$ cat src/rtl/mips_mc_controller.sv
// Multicycle MIPS control FSM with memory-wait timeout, halt/resume and sticky error flags.
// Define MIPS_CTRL_PERF_EN to build the cycle_count/instr_count performance counters.
module mips_mc_controller #(
    parameter int unsigned MEM_TIMEOUT = 16,
    parameter logic [5:0]  ADD_OP      = 6'b001001
) (
    input  logic        clk,
    input  logic        rst,
    input  logic [31:0] instr,
    input  logic        mem_ready,
    input  logic        resume,
    output logic        pc_write,
    output logic        pc_write_cond,
    output logic        iord,
    output logic        mem_read,
    output logic        mem_write,
    output logic        ir_write,
    output logic        is_signed,
    output logic        alu_src_a,
    output logic        reg_write,
    output logic        reg_dst,
    output logic        mem_to_reg,
    output logic        jump_and_link,
    output logic [1:0]  pc_source,
    output logic [1:0]  alu_src_b,
    output logic [5:0]  alu_op,
    output logic        halted,
    output logic        illegal_op,
    output logic        mem_timeout_err,
    output logic [31:0] cycle_count,
    output logic [31:0] instr_count
);
    localparam int unsigned WAIT_W = (MEM_TIMEOUT > 1) ? $clog2(MEM_TIMEOUT + 1) : 1;

    typedef enum logic [3:0] {
        INIT, FETCH, DECODE, EXEC_R, WB_R, EXEC_I, WB_I, MEM_ADDR,
        LOAD_MEM, LOAD_WB, STORE_MEM, BRANCH, JUMP, HALT
    } state_t;

    state_t            state;
    state_t            nextState;
    logic [WAIT_W-1:0] waitCnt;
    logic [5:0]        opcode;
    logic              waiting;
    logic              timeoutHit;
    logic              opIllegal;
    logic              unusedBits;

    assign opcode     = instr[31:26];
    assign unusedBits = ^instr[25:6];
    assign waiting    = ((state == FETCH) || (state == LOAD_MEM) || (state == STORE_MEM)) && !mem_ready;
    // A ready strobe in the would-be timeout cycle keeps waiting low, so it wins.
    assign timeoutHit = waiting && (MEM_TIMEOUT != 0) && (waitCnt == WAIT_W'(MEM_TIMEOUT - 1));

    // Next-state decode.
    always_comb begin
        nextState = state;
        opIllegal = 1'b0;
        case (state)
            INIT:      nextState = FETCH;
            FETCH:     if (mem_ready) nextState = DECODE;
            DECODE: begin
                case (opcode)
                    6'b000000:                         nextState = EXEC_R;
                    6'b000010, 6'b000011:              nextState = JUMP;
                    6'b000100, 6'b000101:              nextState = BRANCH;
                    6'b001001, 6'b001010, 6'b001100,
                    6'b001101, 6'b001110, 6'b010000:   nextState = EXEC_I;
                    6'b100011, 6'b101011:              nextState = MEM_ADDR;
                    6'b111111:                         nextState = HALT;
                    default: begin
                        opIllegal = 1'b1;
                        nextState = HALT;
                    end
                endcase
            end
            EXEC_R:    nextState = WB_R;
            WB_R:      nextState = FETCH;
            EXEC_I:    nextState = WB_I;
            WB_I:      nextState = FETCH;
            MEM_ADDR:  nextState = (opcode == 6'b101011) ? STORE_MEM : LOAD_MEM;
            LOAD_MEM:  if (mem_ready) nextState = LOAD_WB;
            LOAD_WB:   nextState = FETCH;
            STORE_MEM: if (mem_ready) nextState = FETCH;
            BRANCH:    nextState = FETCH;
            JUMP:      nextState = FETCH;
            HALT:      if (resume) nextState = FETCH;
            default:   nextState = INIT;
        endcase
        if (timeoutHit) nextState = HALT;
    end

    // Control decode; reset masks every strobe, including a pending write.
    always_comb begin
        pc_write      = 1'b0;
        pc_write_cond = 1'b0;
        iord          = 1'b0;
        mem_read      = 1'b0;
        mem_write     = 1'b0;
        ir_write      = 1'b0;
        is_signed     = 1'b0;
        alu_src_a     = 1'b0;
        reg_write     = 1'b0;
        reg_dst       = 1'b0;
        mem_to_reg    = 1'b0;
        jump_and_link = 1'b0;
        pc_source     = 2'b00;
        alu_src_b     = 2'b00;
        alu_op        = 6'b000000;
        halted        = 1'b0;
        if (!rst) begin
            case (state)
                FETCH: begin
                    mem_read  = 1'b1;
                    alu_src_b = 2'b01;
                    alu_op    = ADD_OP;
                    ir_write  = mem_ready;
                    pc_write  = mem_ready;
                end
                DECODE: begin
                    alu_src_b = 2'b11;
                    alu_op    = ADD_OP;
                end
                EXEC_R: begin
                    alu_src_a = 1'b1;
                    alu_op    = opcode;
                end
                WB_R: begin
                    alu_src_a = 1'b1;
                    alu_op    = opcode;
                    reg_dst   = 1'b1;
                    if (instr[5:0] == 6'b001000) begin
                        pc_write  = 1'b1;
                        pc_source = 2'b11;
                    end else begin
                        reg_write = 1'b1;
                    end
                end
                EXEC_I, WB_I: begin
                    alu_src_a = 1'b1;
                    alu_src_b = 2'b10;
                    alu_op    = opcode;
                    is_signed = (opcode == 6'b001001) || (opcode == 6'b001010);
                    reg_write = (state == WB_I);
                end
                MEM_ADDR: begin
                    alu_src_a = 1'b1;
                    alu_src_b = 2'b10;
                    alu_op    = ADD_OP;
                    is_signed = 1'b1;
                end
                LOAD_MEM: begin
                    mem_read = 1'b1;
                    iord     = 1'b1;
                end
                LOAD_WB: begin
                    mem_to_reg = 1'b1;
                    reg_write  = 1'b1;
                end
                STORE_MEM: begin
                    mem_write = 1'b1;
                    iord      = 1'b1;
                end
                BRANCH: begin
                    alu_src_a     = 1'b1;
                    alu_op        = opcode;
                    pc_write_cond = 1'b1;
                    pc_source     = 2'b01;
                end
                JUMP: begin
                    pc_write      = 1'b1;
                    pc_source     = 2'b10;
                    jump_and_link = (opcode == 6'b000011);
                end
                HALT:    halted = 1'b1;
                default: ;
            endcase
        end
    end

    // State, wait counter and sticky error flags; a fresh error beats a same-cycle resume.
    always_ff @(posedge clk) begin
        if (rst) begin
            state           <= INIT;
            waitCnt         <= '0;
            illegal_op      <= 1'b0;
            mem_timeout_err <= 1'b0;
        end else begin
            state   <= nextState;
            waitCnt <= (waiting && !timeoutHit) ? waitCnt + WAIT_W'(1) : '0;
            if (opIllegal)
                illegal_op <= 1'b1;
            else if (resume)
                illegal_op <= 1'b0;
            if (timeoutHit)
                mem_timeout_err <= 1'b1;
            else if (resume)
                mem_timeout_err <= 1'b0;
        end
    end

`ifdef MIPS_CTRL_PERF_EN
    always_ff @(posedge clk) begin
        if (rst) begin
            cycle_count <= '0;
            instr_count <= '0;
        end else begin
            cycle_count <= cycle_count + 32'd1;
            if ((state == FETCH) && mem_ready)
                instr_count <= instr_count + 32'd1;
        end
    end
`else
    assign cycle_count = '0;
    assign instr_count = '0;
`endif

endmodule
$ cat config.mk
export PLATFORM = sky130hd
export DESIGN_NAME = mips_mc_controller
export DESIGN_NICKNAME = d
export VERILOG_FILES = /design/src/rtl/mips_mc_controller.sv
export SDC_FILE = /design/constraint.sdc
export NUM_CORES = 1
export LEC_CHECK = 0
export CAP_MARGIN = 20
export CORE_MARGIN = 2
export CORE_UTILIZATION = 38
export CTS_BUF_LIST = sky130_fd_sc_hd__clkbuf_8
export CTS_CLUSTER_DIAMETER = 30
export DETAILED_ROUTE_END_ITERATION = 6
export PLACE_DENSITY = 0.95
export SLEW_MARGIN = 20
export SYNTH_ARGS = -nofsm -noshare
export SYNTH_HDL_FRONTEND = slang
export SYNTH_SLANG_ARGS = --single-unit
$ cat constraint.sdc
create_clock -name clk -period 3.8 [get_ports clk]
set_input_delay 0.76 -clock clk [delete_from_list [all_inputs] [get_ports clk]]
set_output_delay 0.76 -clock clk [all_outputs]
set_load 0.01 [all_outputs]
After elaboration in Yosys (flattened, before gate mapping):

Cells that the tools add are included.

* eq/ne operators: 36
* bitwise operators: 1
* add/sub/neg operators: 1
* reductions and logical operators: 29
* multiplexer cells: 48

Operator list (number)
* $eq 6x4->1 const B: 6
* $pmux 4 s9: 1
* $mux 1: 30
* $eq 4x4->1 const B: 6
* $mux 4: 5
* $pmux 4 s5: 1
* $eq 6x6->1 const B: 3
* $reduce_or 6->1: 3
* $eq 4x3->1 const B: 4
* $reduce_or 2->1: 8
* $reduce_or 14->1: 1
* $eq 6x2->1 const B: 2
* $eq 6x3->1 const B: 2
* $ne 3x3->1 const B: 4
* $pmux 2 s3: 2
* $pmux 6 s2: 1
* $eq 4x2->1 const B: 2
* $mux 2: 4
* $ne 2x2->1 const B: 4
* $reduce_and 4->1: 2
* $eq 6x5->1 const B: 1
* $logic_not 6->1: 1
* $mux 6: 1
* $pmux 1 s3: 2
* 12 further kinds: 19

* register bits after elaboration: 11
* bits of input ports: 36

Longest topological paths before layout:

Gate-level depths: netlist of the first run.

* word-level depth: 9
* gate-level depth with buffers: 6
* mapped depth without buffers: 6

Least setup slack after synthesis of the first run:

No wires, ideal clock.

* path type: input -> output
* from: input instr[30]
* to: output is_signed
* setup slack: 1347 ps
* cell stages on the path: 4
* arrival time: 1693 ps
* buffers on the path: 1
* path through: buf_2 nor4_1 maj3_1 nor3b_1

* longest elaborated chain between the ends: 4
* elaborated cells on any way between the ends: 5

RTL lines
* start, declared: RTL line 9 `input logic [31:0] instr,`
* $eq 6x4->1: RTL line 143 `is_signed = (opcode == 6'b001001) || (opcode == 6'b001010);`
* $logic_or 1x1->1 *: RTL line 143
* $pmux 1 s2 *: RTL line 112 `case (state)`
* $mux 1 *: RTL line 111 `if (!rst) begin`
* end, declared: RTL line 18 `output logic is_signed,`

Every way passes the cells marked *; elsewhere a longest branch is shown, timed or not.

Worst setup path in the final report of the first run:

* from: input instr[28]
* to: output is_signed

Same word-level chain as after synthesis.

==> run_results.csv, run 1 <==
group,metric,value,unit
routing,ant_nets,0,
power_and_ir_drop,peakVddDrop,0.000136,V
clock_tree,clock-sinks,11,
clock_tree,postCtsSetupRepairBufs,0,
placement,port_buffers,40,
clock_tree,htreeDepth,1,
status,status,"finished clean",
clock_tree,clk_pin_slew,0.05,ns
power_and_ir_drop,power_density,316,nW/µm²
synth,synth.distinct_cells,51,
die,die_area,4960,µm²
finish,layout.cells.non_filler,326,
clock_tree,clk_path_buf_depth,2,
power_and_ir_drop,p_int,0.349,mW
clock_tree,numCtsBuffers,3,
power_and_ir_drop,power_switching_share,42.7,%
grt,grt_pass1_vias,1238,
min_path,min_from,"waitCnt[0]$_SDFF_PP0_",
flow_run,maxCapViolations,0,
synth,syn_area,1680,µm²
setup_path,crit_type,"primary input to output port",
finish,layout-area-overhead-vs-synth,15.1,%
setup_path,worstPathArrival,2.71,ns
clock_tree,ctsResizeCount,0,
placement,place_congestion,0.851,
finish,diodes,0,
min_path,min_path_type,"flop to flop",
die,die_x,70.4,µm
sta,final.min_clock_period,3.47,ns
finish,final_util,44.9,%
setup_path,critPathLaunchType,"primary input",
die,initial_utilization,39.0,%
routing,dr.pass1.iters,5,
routing,via_count,1547,
routing,drtIter0Drc,36,
grt,grt.total_usage,12.8,%
setup_path,r2r_end,"illegal_op$_SDFFE_PP0P_",
routing,wl_per_cell,10.7,µm
sta,grt_setup_unrepaired,"no",
setup_path,rr_worst_depth,4,
routing,viasPerCell,4.75,
synth,yosysWarnings,0,
sta,whs,0.453,ns
clock_tree,hold_buffers,0,
finish,final_nets,313,
sta,final.setup.tns,0,ns
min_path,hold_end,"waitCnt[0]$_SDFF_PP0_",
die,coreArea,4290,µm²
die,rows,24,
sta,finalSetupViolCount,0,
clock_tree,cts_tree,"yes",
die,die_y,70.4,µm
sta,fin_worst_skew,0.00393,ns
clock_tree,root_buffer,"clkbuf_8",
setup_path,worst_ep_required_time,3.04,ns
power_and_ir_drop,comb_power_share,53.1,%
synth,async_flop_share,0,%
power_and_ir_drop,power.switching,0.261,mW
setup_path,r2r_slack,1.88,ns
setup_path,critPathMaxFanout,2,
sta,drv_slew,0,
routing,drt_wl_total,3500,µm
synth,synth_edf_count,0,
synth,synth_seq_area_share,13.1,%
grt,grt_pass1_wl,5400,µm
sta,fmax,0.289,GHz
setup_path,crit-reg2reg-launch,"state[1]$_SDFFE_PP0P_",
clock_tree,clkLatencyLatePin,0.24,ns
grt,antenna_found_initial,0,
power_and_ir_drop,pwr-share-seq,28.2,%
sta,finalCritPeriodShare,91.2,%
finish,drive_above_1_share,6.93,%
synth,synth_area_per_cell,7.01,µm²
sta,slew_headroom,48.1,%
sta,hold_viol,0,
grt,grt_overflow_total,0,
placement,dp_cells,322,
placement,post-dp-hpwl,2760,µm
synth,synthFlopType,"dfxtp_1",
min_path,min_path_cells,1,
sta,worstMarginPinSlew,0.777,ns
setup_path,crit_path_end_kind,"output port",
synth,synthCells,239,
grt,grt_max_degree,27,
die,io_pins,125,
synth,synth_seq_cells,11,
power_and_ir_drop,p_leak,0.801,nW
routing,drc,0,
power_and_ir_drop,power_frac_clock,18.7,%
## how the worst max path moves through the flow
stage	cells after the start	end	startpoint	slack, ns
floorplan	4	is_signed	instr[30]	1.35
global placement	6	is_signed	instr[28]	0.44
detailed placement	6	is_signed	instr[28]	0.36
CTS	6	is_signed	instr[28]	0.36
global route	6	is_signed	instr[28]	0.24
finish	6	is_signed	instr[28]	0.33
## logic make-up after synthesis
group	share of synthesized area, %
xor gates and xnor gates	2.09
other	0.224
adders and majority gates	2.09
AOI/OAI and AO/OA	18.4
and+or+nand+nor	29.1
DFF	13.1
buffers and inverters	34.9
## placed cells by master (no fill, tap or decap), drive strengths merged, types with 3 or more instances in the layout
master / Yosys / final
o21ai: 7 / 7
nor2: 22 / 22
nand2: 14 / 14
nor3: 6 / 6
nor3b: 4 / 4
nand3: 6 / 6
clkdlybuf4s50: 0 / 40
dfxtp: 11 / 11
conb: 1 / 64
nand4: 4 / 4
nand2b: 8 / 8
inv: 6 / 7
a31oi: 3 / 3
nor4: 5 / 5
clkbuf: 8 / 3
xnor2: 3 / 3
buf: 73 / 9
a21oi: 11 / 11
and2: 5 / 5
## area by class of cell
type | instances | area [µm²]
clock buffers | 3 | 41.3
clock inverters | 1 | 3.75
fillers | 425 | 2370
inverters | 6 | 22.5
multi-input cells | 204 | 1110
flip-flops and latches | 11 | 220
well taps | 52 | 65.1
repair buffers | 49 | 468
## worst max-delay path, stage by stage
cell	delay, ns
clkdlybuf4s50_1	0.41
nand2b_1	0.14
nor4_1	0.33
maj3_1	0.26
nor3b_1	0.22
clkdlybuf4s50_1	0.59
## cells in the mapped netlist, types with 2 or more instances
library cell,n,share of area (%)
a2111oi_0,2,1.0
a211oi_1,2,0.90
a21o_1,2,0.90
a21oi_1,10,3.0
a2bb2oi_1,2,1.0
a31o_2,2,1.0
a31oi_1,3,1.1
and2_1,5,1.9
and3_1,2,0.75
and3b_1,2,1.0
buf_1,2,0.45
buf_2,5,1.5
buf_4,65,29
clkbuf_1,8,1.8
dfxtp_1,11,13
ha_1,2,1.5
inv_1,6,1.3
nand2_1,14,3.1
nand2b_1,8,3.0
nand3_1,6,1.8
nand4_1,4,1.5
nor2_1,22,4.9
nor3_1,6,1.8
nor3b_1,4,1.8
nor4_1,5,1.9
nor4b_1,2,1.0
o211ai_1,2,0.90
o21a_1,2,0.90
o21ai_0,6,1.8
o21bai_1,2,0.90
or3_1,2,0.75
or3b_2,2,1.0
xnor2_1,3,1.6
## routing by layer
layer	vias up	GRT usage (%)	routed length, µm
li1	772	-	-
met1	694	16.8	1460
met2	77	22.2	1760
met3	4	1.01	248
met4	0	3.85	31
met5	-	0	0
## registers in the layout, indices dropped and copies added, names as in the netlist
signal and flops:
state 4, illegal_op 1, mem_timeout_err 1, waitCnt 5
## through the flow
stage          area, µm²  setup slack, ns  power (mW)
6_report            1930            0.334       0.610
5_1_grt             1930            0.239       0.653
4_1_cts             1930            0.356       0.610
3_5_place_dp        1880            0.356       0.494
3_3_place_gp        1880            0.438       0.486
2_1_floorplan       1910             1.35       0.442
## power by group through the flow
stage                     logic, mW  registers [mW]  clock network (mW)
after floorplan               0.303           0.139                   0
after global placement        0.315           0.171                   0
after detailed placement      0.322           0.172                   0
after CTS                     0.323           0.170               0.117
after global routing          0.355           0.176               0.122
final                         0.324           0.172               0.114
No activity file was read; power rests on OpenSTA's default activity.
==> inputs of run 2 (changes only) <==
--- a/config.mk
+++ b/config.mk
@@ -5,7 +5,6 @@
 export SDC_FILE = /design/constraint.sdc
 export NUM_CORES = 1
 export LEC_CHECK = 0
-export CAP_MARGIN = 20
 export CORE_MARGIN = 2
 export CORE_UTILIZATION = 38
 export CTS_BUF_LIST = sky130_fd_sc_hd__clkbuf_8
==> results of run 2 <==
No change in the layout: final DEF, timing and power equal those of run 1.
==> inputs of run 3 (changes only) <==
--- a/config.mk
+++ b/config.mk
@@ -5,12 +5,13 @@
 export SDC_FILE = /design/constraint.sdc
 export NUM_CORES = 1
 export LEC_CHECK = 0
+export ABC_AREA = 1
 export CORE_MARGIN = 2
-export CORE_UTILIZATION = 38
+export CORE_UTILIZATION = 34
 export CTS_BUF_LIST = sky130_fd_sc_hd__clkbuf_8
 export CTS_CLUSTER_DIAMETER = 30
 export DETAILED_ROUTE_END_ITERATION = 6
-export PLACE_DENSITY = 0.95
+export PLACE_DENSITY = 0.93
 export SLEW_MARGIN = 20
 export SYNTH_ARGS = -nofsm -noshare
 export SYNTH_HDL_FRONTEND = slang
==> constraint.sdc (replaced) <==
create_clock -name clk -period 3.3 [get_ports clk]
set_input_delay 0.66 -clock clk [delete_from_list [all_inputs] [get_ports clk]]
set_output_delay 0.66 -clock clk [all_outputs]
set_load 0.01 [all_outputs]
==> run_results.csv, run 3 <==
group,metric,value,unit
die,coreArea,4320,µm²
die,die_area,4980,µm²
setup_path,cp_cell_sequence,"clkdlybuf4s50_1 -> nor2_2 -> nand2_1 -> inv_1 -> nand2_1 -> or2_1 -> a21oi_1 -> clkdlybuf4s50_1",
synth,yosysWarnings,0,
power_and_ir_drop,peakVddDrop,0.000194,V
setup_path,critPathMaxFanout,6,
sta,fmax,0.315,GHz
clock_tree,clk_path_buf_depth,2,
clock_tree,clock-sinks,11,
routing,viasPerCell,4.33,
setup_path,max_stage_delay,0.56,ns
grt,antenna_found_initial,0,
grt,grt_overflow_total,0,
sta,finalCritPeriodShare,96.3,%
setup_path,worst_ep_required_time,2.64,ns
routing,ant_nets,0,
synth,synth_top_area_cell,"buf_4",
synth,synthTopCellsByCount,"buf_4, nor2_1, nand2_1",
synth,synth_seq_area_share,14.6,%
finish,top_regs,"waitCnt x5, state x4",
sta,finalSetupViolCount,0,
placement,post-dp-hpwl,2770,µm
finish,final_nets,328,
sta,final.setup.tns,0,ns
die,die_y,70.6,µm
grt,grt_pass1_vias,1261,
clock_tree,clkLatencyLatePin,0.24,ns
power_and_ir_drop,p_leak,0.871,nW
routing,drtIter0Drc,95,
synth,async_flop_share,0,%
clock_tree,cts_tree,"yes",
finish,largest_register_ffs,5,
sta,final.min_clock_period,3.18,ns
clock_tree,root_buffer,"clkbuf_8",
grt,grt_pass1_wl,5500,µm
min_path,min_path_type,"flop to flop",
finish,drive_above_1_share,8.30,%
finish,mostFrequentLayoutCell,"conb_1",
synth,synthFlopType,"dfxtp_1",
placement,place_ws,0.103,ns
sta,fin_worst_skew,0.00146,ns
routing,drc,0,
sta,drv_slew,0,
setup_path,critPathLaunchType,"primary input",
clock_tree,ctsResizeCount,0,
sta,whs,0.453,ns
clock_tree,postCtsSetupRepairBufs,0,
die,io_pins,125,
clock_tree,htreeDepth,1,
placement,place_congestion,0.949,
routing,dr.pass1.iters,4,
synth,synth.distinct_cells,29,
clock_tree,clk_pin_slew,0.05,ns
synth,yosysMostFrequentCell,"buf_4",
clock_tree,numCtsBuffers,3,
setup_path,worstPathArrival,2.52,ns
placement,port_buffers,40,
synth,syn_area,1510,µm²
grt,grt_max_degree,12,
finish,design_area,1790,µm²
setup_path,crit_type,"primary input to output port",
synth,synthCells,246,
power_and_ir_drop,power_density,450,nW/µm²
synth,yosys.area.top_type_share,31.9,%
flow_run,maxCapViolations,0,
routing,wl_per_cell,10.1,µm
setup_path,crit_path_end_kind,"output port",
sta,grt_setup_unrepaired,"no",
synth,synth_area_per_cell,6.12,µm²
clock_tree,hold_buffers,0,
setup_path,cpMaxStageDelayCell,"clkdlybuf4s50_1",
status,status,"finished clean",
die,initial_utilization,34.8,%
grt,grt.total_usage,13.2,%
sta,fin_ws,0.124,ns
placement,place_area,1740,µm²
finish,diodes,0,
finish,fillerInstances,460,
synth,synth_edf_count,0,
synth,ys_top_cells_by_area,"buf_4, dfxtp_1, nor2_1",
synth,synth_seq_cells,11,
routing,via_count,1476,
sta,hold_viol,0,
finish,layout-area-overhead-vs-synth,19.0,%
die,rows,24,
finish,mostFrequentLayoutCells,"conb_1, clkdlybuf4s50_1, nand2_1, nor2_1, inv_1",
routing,drt_wl_total,3450,µm
die,die_x,70.6,µm
finish,top_register,"waitCnt",
-- run 3: path summary, 6_finish.rpt --
check        depth (start not counted)                  start  slack (ns)                     to
max                                  8              instr[30]        0.12              is_signed
min                                  1  waitCnt[0]$_SDFF_PP0_        0.45  waitCnt[0]$_SDFF_PP0_
max reg2reg                         10  state[0]$_SDFFE_PP0P_        1.86  state[3]$_SDFFE_PP0P_
min reg2reg                          1  waitCnt[0]$_SDFF_PP0_        0.45  waitCnt[0]$_SDFF_PP0_
-- run 3: area by class of cell --
type	count	area [µm²]	area share, %
timing repair buffer	43	423	23.6
inverter	32	120	6.70
clock inverter	1	3.75	0.209
sequential	11	220	12.3
clock buffer	3	41.3	2.30
tap	52	65.1	3.63
multi-input combinational	199	920	51.3
-- run 3: worst max-delay path, delay by kind of cell --
family,cells,cell delay (ns)
buffers and inverters,3,1.11
and+or+nand+nor,4,0.62
AOI/OAI and AO/OA,1,0.13
-- run 3: cell families after synthesis --
family / share of synthesized area (%)
AND/OR/NAND/NOR: 33.0
buffers and inverters: 40.6
AO/OA/AOI/OAI: 9.30
flip-flops: 14.6
adder cells (fa/ha/maj): 1.66
XOR/XNOR: 0.582
other: 0.249
-- run 3: where the power goes --
part | leakage, nW | switching [mW] | total (mW) | internal (mW)
Combinational | 0.755 | 0.306 | 0.492 | 0.186
Clock | 0.0269 | 0.0488 | 0.130 | 0.0815
Sequential | 0.0893 | 0.0283 | 0.184 | 0.155
-- run 3: through the flow --
step           instances  utilization (%)  power [mW]
2_1_floorplan        309                -       0.548
3_3_place_gp         337             40.2       0.648
3_5_place_dp         337             40.2       0.662
4_1_cts              341             41.3       0.800
5_1_grt              341             41.5       0.869
6_report             341             41.5       0.806
-- run 3: layer usage --
layer | global-route usage (%) | wire [µm] | up-vias
li1 | - | - | 732
met1 | 14.8 | 1310 | 653
met2 | 24.2 | 1740 | 85
met3 | 3.28 | 357 | 6
met4 | 4.61 | 47 | 0
met5 | 0 | 0 | -
